`config.mk`:
```
export PLATFORM = sky130hd
export DESIGN_NAME = calc_seq_param
export DESIGN_NICKNAME = d
export VERILOG_FILES = /design/src/rtl/calc_seq_param.sv
export SDC_FILE = /design/constraint.sdc
export NUM_CORES = 1
export LEC_CHECK = 0
export CORE_ASPECT_RATIO = 0.5
export CORE_UTILIZATION = 51
export DETAILED_ROUTE_END_ITERATION = 7
export PLACE_DENSITY = 0.78
export SETUP_SLACK_MARGIN = 0.4
export SLEW_MARGIN = 15
export SYNTH_ARGS = -nofsm -noshare
export SYNTH_HDL_FRONTEND = slang
export SYNTH_SLANG_ARGS = --single-unit
```
`constraint.sdc`:
```
create_clock -name clk -period 3 [get_ports clk]
set_input_delay 0.45 -clock clk [delete_from_list [all_inputs] [get_ports clk]]
set_output_delay 0.45 -clock clk [all_outputs]
set_load 0.05 [all_outputs]
```
`src/rtl/calc_seq_param.sv`:
```
// Sequential calculator: WIDTH-bit operand registers, a 2*WIDTH-bit accumulator,
// an 8-operation ALU with a shift-add multiplier, and a step-driven control FSM.
module calc_seq_param #(
  parameter int WIDTH = 4
) (
  input  logic               clk,
  input  logic               rst,
  input  logic [WIDTH-1:0]   dados,
  input  logic               instrucao,
  input  logic               chain,
  input  logic [2:0]         op,
  output logic [WIDTH-1:0]   reg_a,
  output logic [WIDTH-1:0]   reg_b,
  output logic [2*WIDTH-1:0] acc,
  output logic               carry,
  output logic               zero,
  output logic               busy,
  output logic               done,
  output logic [2:0]         state
);

  localparam int RW = 2 * WIDTH;
  localparam int CW = $clog2(WIDTH);

  typedef enum logic [2:0] {
    S_IDLE  = 3'd0,
    S_GOT_A = 3'd1,
    S_EXEC  = 3'd2,
    S_MUL   = 3'd3,
    S_DONE  = 3'd4
  } state_t;

  typedef enum logic [2:0] {
    OP_ADD  = 3'd0,
    OP_SUB  = 3'd1,
    OP_AND  = 3'd2,
    OP_OR   = 3'd3,
    OP_XOR  = 3'd4,
    OP_MUL  = 3'd5,
    OP_PASS = 3'd6,
    OP_CLR  = 3'd7
  } op_t;

  // Kept as plain bits so codes 5-7 stay representable and recoverable.
  logic [2:0]    state_q;
  logic [2:0]    op_q;
  logic          use_acc;
  logic [CW-1:0] cnt;
  logic [RW-1:0] partial;

  logic [RW-1:0] a_ext;
  logic [RW-1:0] bop;
  logic [RW:0]   sum;
  logic [RW-1:0] alu_res;
  logic          alu_carry;
  logic [RW-1:0] mul_next;

  always_comb begin
    a_ext     = {{WIDTH{1'b0}}, reg_a};
    bop       = use_acc ? acc : {{WIDTH{1'b0}}, reg_b};
    sum       = {1'b0, a_ext} + {1'b0, bop};
    alu_res   = '0;
    alu_carry = 1'b0;
    case (op_q)
      OP_ADD: begin
        alu_res   = sum[RW-1:0];
        alu_carry = sum[RW];
      end
      OP_SUB: begin
        alu_res   = a_ext - bop;
        alu_carry = (a_ext < bop);
      end
      OP_AND:  alu_res = a_ext & bop;
      OP_OR:   alu_res = a_ext | bop;
      OP_XOR:  alu_res = a_ext ^ bop;
      OP_PASS: alu_res = a_ext;
      default: alu_res = '0;
    endcase
    mul_next = partial + (reg_a[cnt] ? (bop << cnt) : '0);
  end

  // Handshake: instrucao is a level sampled each edge and only accepted in
  // IDLE/GOT_A; busy covers EXEC+MUL, done is a one-cycle pulse after the write.
  always_ff @(posedge clk or posedge rst) begin
    if (rst) begin
      state_q <= S_IDLE;
      reg_a   <= '0;
      reg_b   <= '0;
      acc     <= '0;
      carry   <= 1'b0;
      zero    <= 1'b1;
      op_q    <= '0;
      use_acc <= 1'b0;
      cnt     <= '0;
      partial <= '0;
    end else begin
      case (state_q)
        S_IDLE: begin
          if (instrucao) begin
            reg_a <= dados;
            if (chain) begin
              op_q    <= op;
              use_acc <= 1'b1;
              state_q <= S_EXEC;
            end else begin
              state_q <= S_GOT_A;
            end
          end
        end
        S_GOT_A: begin
          if (instrucao) begin
            reg_b   <= dados;
            op_q    <= op;
            use_acc <= 1'b0;
            state_q <= S_EXEC;
          end
        end
        S_EXEC: begin
          if (op_q == OP_MUL) begin
            partial <= '0;
            cnt     <= '0;
            state_q <= S_MUL;
          end else begin
            acc     <= alu_res;
            carry   <= alu_carry;
            zero    <= (alu_res == '0);
            state_q <= S_DONE;
          end
        end
        S_MUL: begin
          partial <= mul_next;
          cnt     <= cnt + CW'(1);
          if (cnt == CW'(WIDTH - 1)) begin
            acc     <= mul_next;
            carry   <= 1'b0;
            zero    <= (mul_next == '0);
            state_q <= S_DONE;
          end
        end
        S_DONE:  state_q <= S_IDLE;
        default: state_q <= S_IDLE;
      endcase
    end
  end

  assign busy  = (state_q == S_EXEC) || (state_q == S_MUL);
  assign done  = (state_q == S_DONE);
  assign state = state_q;

endmodule
```
# Word level (Yosys, flattened, before mapping)
# Cells that the tools add are included.
# classes
eq_ne	17
order_cmp	2
shifts	1
bitwise	3
n_addsub	4
reduce_logical	13
muxes	33
# ops
op	n
$pmux 8 s6	1
$mux 8	5
$pmux 8 s2	2
$mux 3	7
$logic_not 8->1	2
$eq 3x2->1 const B	4
$eq 3x3->1 const B	4
$ne 2x2->1 const B	6
$pmux 3 s4	1
$add 4x8->9	1
$add 8x8->8	1
$and 4x8->8	1
$lt 4x8->1	1
$mux 1	8
$or 4x8->8	1
$pmux 1 s2	4
$shl 8x2->8	1
$sub 4x8->8	1
$xor 4x8->8	1
$eq 3x1->1 const B	2
$logic_not 3->1	2
$pmux 3 s2	1
$reduce_and 2->1	3
$reduce_and 3->1	2
other kinds (9)	11
# totals
register_bits	35
elab_cells	83
out_inout_bits	23
input_bits	11

# Depth between registers and ports, before layout
# depth
depth_word	7
ltp_mapped	16
depth_no_buf	14

# Worst setup path after synthesis
# OpenSTA, ideal clock, no wires.
# synth_path
kind	register to register
startpoint	register use_acc
endpoint	register zero
path_slack_ns	-0.212
path_stages_with_launch	14
arrival_time_ns	3.131
n_path_buf	2
setup_ns	0.082
cell_sequence	dfrtp_1 -> clkbuf_1 -> buf_2 -> mux2i_1 -> inv_1 -> ha_1 -> fa_1 -> nor3_1 -> o41a_1 -> a31oi_1 -> o32ai_1 -> and4b_1 -> and4_1 -> a211o_1
# synth_between
elab_chain_cells	7
word_cells_on_any_way	15
cone_classes	3 x add/sub; 1 x shift; 6 x mux; 3 x bitwise; 2 x reduce/logical
# synth_rtl
item	line_no	rtl
start, declared	47	logic use_acc;
start signal, assigned	93	use_acc <= 1'b0;
start signal, assigned	103	use_acc <= 1'b1;
start signal, assigned	114	use_acc <= 1'b0;
$mux 8 *	60	bop = use_acc ? acc : {{WIDTH{1'b0}}, reg_b};
$shl 8x2->8	79	mul_next = partial + (reg_a[cnt] ? (bop << cnt) : '0);
$mux 8	79	
$add 8x8->8	79	
$logic_not 8->1	136	zero <= (mul_next == '0);
$mux 1	133	if (cnt == CW'(WIDTH - 1)) begin
$pmux 1 s2 *	97	case (state_q)
end signal, assigned	126	zero <= (alu_res == '0);
end signal, assigned	136	
end, declared	16	output logic zero,
# Every way passes the cells marked *; elsewhere a longest branch is shown, timed or not. The select of a mux whose other input is x is not followed.
# A chain may end at the register's enable or synchronous reset.

# Worst setup path after layout
# Ends and elaborated chain as after synthesis.

==> summary.md <==
| Metric | Value |
|---|---|
| Hold WS | `479.3 ps` |
| RR Startpoint | `use_acc` |
| Die span in y | `54.92 um` |
| H-tree Lvls | `2` |
| DR WL/cell | `19.79 um` |
| Total routed wirelength | `9142 um` |
| GRT overflow | `0` |
| Register Area | `887.1 um^2` |
| Hold WC Path Type | `reg2reg` |
| Synth Cell Area | `0.002856 mm^2` |
| # fillers | `356` |
| CTS root buf | `clkbuf_8` |
| CP required | `3230 ps` |
| Fraction of registers with async set/reset | `1.000` |
| Final Slew Violations | `0` |
| Clock sinks | `35` |
| DP HPWL | `6761 um` |
| DIE AREA | `0.005923 mm^2` |
| Synth top area share | `0.2979` |
| Period minus WS final | `2987 ps` |
| Final core utilization | `0.7334` |
| R2R setup slack | `10 ps` |
| Global-route wire length before repair | `13660 um` |
| Critical R2R Capture | `zero` |
| Footprint of the multi-input gates | `0.002105 mm^2` |
| GRT Resource Usage Total | `0.3222` |
| Core box area | `0.005157 mm^2` |
| Final worst slack | `12.62 ps` |
| Source of the critical timing path | `use_acc` |
| EDFF count, synth | `0` |
| CP Capture Point | `zero` |
| CP max FO | `4` |
| Worst Setup Start Kind | `flip-flop` |
| Post-layout nets | `425` |
| RSZ-0062 raised after global routing | `true` |
| CTS Buffer Depth | `2` |
| Worst setup EP type | `flip-flop` |
| Share of layout cells above drive strength 1 | `0.2577` |
| Mean Syn Cell Area | `8.352 um^2` |
| Non-Filler Instances | `462` |
| Fmax | `334.7 MHz` |
| Total of max-cap violations | `0` |
| Pre-CTS WS | `-100.8 ps` |
| Post-DR vias/cell | `6.258` |
| Largest net degree at the start of global routing | `23` |
| Number of diodes | `0` |
| Inserted Clock Buffers | `5` |
| Final Skew | `7.453 ps` |
| Starting density of the core | `0.5539` |
| Final count of hold timing violations | `0` |
| Area contributors post-synth | `dfrtp_1, ha_1, nand2_1` |
| Synth warn | `0` |
| Vias in the first global route | `2568` |
| Vias | `2891` |
| DIE WIDTH | `107.8 um` |
| Reg2Reg Depth | `15` |
| Most used DFF post-synth | `dfrtp_1` |
| Post-Synthesis Cells | `342` |
| Post-synthesis register bit count | `35` |
| Port Buffer Count | `33` |
| CTS tree | `done` |
| Rows | `18` |
| Seq/Total Area, Yosys | `0.3071` |
| Final worst-path cycle share | `0.9958` |
| Worst Tran Pin Value | `942.9 ps` |
| Syn nets | `376` |
| Final setup vio count | `0` |
| DR iter-0 viols | `253` |
| Iteration count of the initial detailed-routing pass | `4` |
| Leading area contributor after synthesis | `dfrtp_1` |
| Cts hold-fix bufs | `0` |
| CP Class | `reg2reg` |
| Worst-Skew Late Latency | `290 ps` |
| Initial antenna violation count | `0` |
| Rel. slew slack | `0.3710` |
| Cell variety after synth | `56` |
| Clock transition at path regs | `80 ps` |
| Antenna-violating nets left | `0` |
| Outcome | `completed` |
| Ports | `34` |
| Critical path data arrival time | `3210 ps` |
| # placed instances | `445` |
| RePlAce Congestion | `0.9347` |
| Remaining DRCs | `0` |
| Syn-to-layout area delta | `32.41%` |
state kept, by name, indices dropped and copies added (netlist names):
signal	count
reg_b	4
state	3
reg_a	4
carry	1
cnt	2
zero	1
partial	8
use_acc	1
acc	8
op_q	3
critical path, stage by stage (launching register included):
cell     delay (ps)
dfrtp_2         450
buf_6           150
mux2i_4         280
inv_2            80
nor2_2          110
a21oi_2          50
mux2i_1         130
nor2b_1          60
ha_1            310
a21o_1          190
a21oi_2         180
o21ai_2         100
xor2_1          250
nor2_1          100
and3_1          180
a211o_1         290
repair_timing:
item	in CTS	in global routing
cloned	0	0
pin swaps	5	18
setup endpoints to repair	12	13
resized for setup	11	26
buffers inserted	7	2
layout make-up:
cell class,count,area share
well taps,70,0.02316
clock buffers,6,0.02183
flip-flops and latches,35,0.2345
inverters,14,0.01389
repair buffers,58,0.1399
multi-input cells,277,0.5564
clock inverters,2,0.01025
placed cells by master (no fill, tap or decap), drive strengths merged, types with 3 or more instances in the layout:
| cell | synthesis | layout |
|---|---|---|
| mux2 | 8 | 8 |
| a31oi | 4 | 4 |
| nand3 | 8 | 8 |
| or2 | 3 | 3 |
| a21o | 5 | 5 |
| fa | 3 | 3 |
| nor2 | 28 | 28 |
| or3 | 3 | 3 |
| nand2b | 8 | 8 |
| buf | 9 | 25 |
| a22oi | 4 | 4 |
| clkbuf | 7 | 6 |
| a22o | 4 | 4 |
| nor2b | 9 | 9 |
| mux2i | 9 | 9 |
| and2 | 7 | 7 |
| nor4 | 3 | 3 |
| dfrtp | 34 | 34 |
| a21oi | 23 | 23 |
| xor2 | 3 | 3 |
| inv | 14 | 15 |
| xnor2 | 6 | 6 |
| nor3 | 11 | 11 |
| clkdlybuf4s50 | 0 | 33 |
| and3 | 4 | 4 |
| ha | 20 | 20 |
| o21ai | 28 | 28 |
| nand2 | 44 | 44 |
stage by stage:
step           TNS [ps]  cell area (um^2)
6_report              0              3782
5_1_grt          -240.3              3782
4_1_cts               0              3657
3_5_place_dp     -100.8              3452
3_3_place_gp     -66.17              3452
2_1_floorplan         0              3015
layer usage:
layer  up-vias  share of wire  track usage
li1       1327              -            -
met1      1381           0.45       0.4783
met2       165           0.43       0.4808
met3        18           0.11      0.06206
met4         0          0.016      0.08904
met5         -              0            0
synthesized netlist by cell type, types with 7 or more instances:
| cell type | n |
|---|---|
| nor3_1 | 11 |
| buf_2 | 8 |
| mux2i_1 | 9 |
| nor2b_1 | 8 |
| clkbuf_1 | 7 |
| mux2_2 | 8 |
| inv_1 | 13 |
| nand2b_1 | 8 |
| dfrtp_1 | 34 |
| a21oi_1 | 23 |
| nand3_1 | 8 |
| nor2_1 | 28 |
| nand2_1 | 44 |
| ha_1 | 20 |
| o21ai_0 | 27 |
worst min-delay path by stage:
| stage | from | endpoint | slack, ps | cells after the start |
|---|---|---|---|---|
| 4_1_cts | carry | carry | 480 | 2 |
| 3_5_place_dp | carry | carry | 460 | 2 |
| 5_1_grt | carry | carry | 520 | 2 |
| 6_report | carry | carry | 480 | 2 |
| 2_1_floorplan | partial[3] | partial[3] | 450 | 2 |
| 3_3_place_gp | carry | carry | 460 | 2 |
cell families after synthesis:
group,after synthesis,synth area share
simple gates,132,0.2216
fa+ha+maj,23,0.1086
mux,19,0.07885
buf+inv,30,0.04424
flops,35,0.3071
xor+xnor,9,0.02760
compound gates,94,0.2120
Power is not shown: default switching activity piles up to over one toggle a cycle in this logic, so the estimate is an artifact.
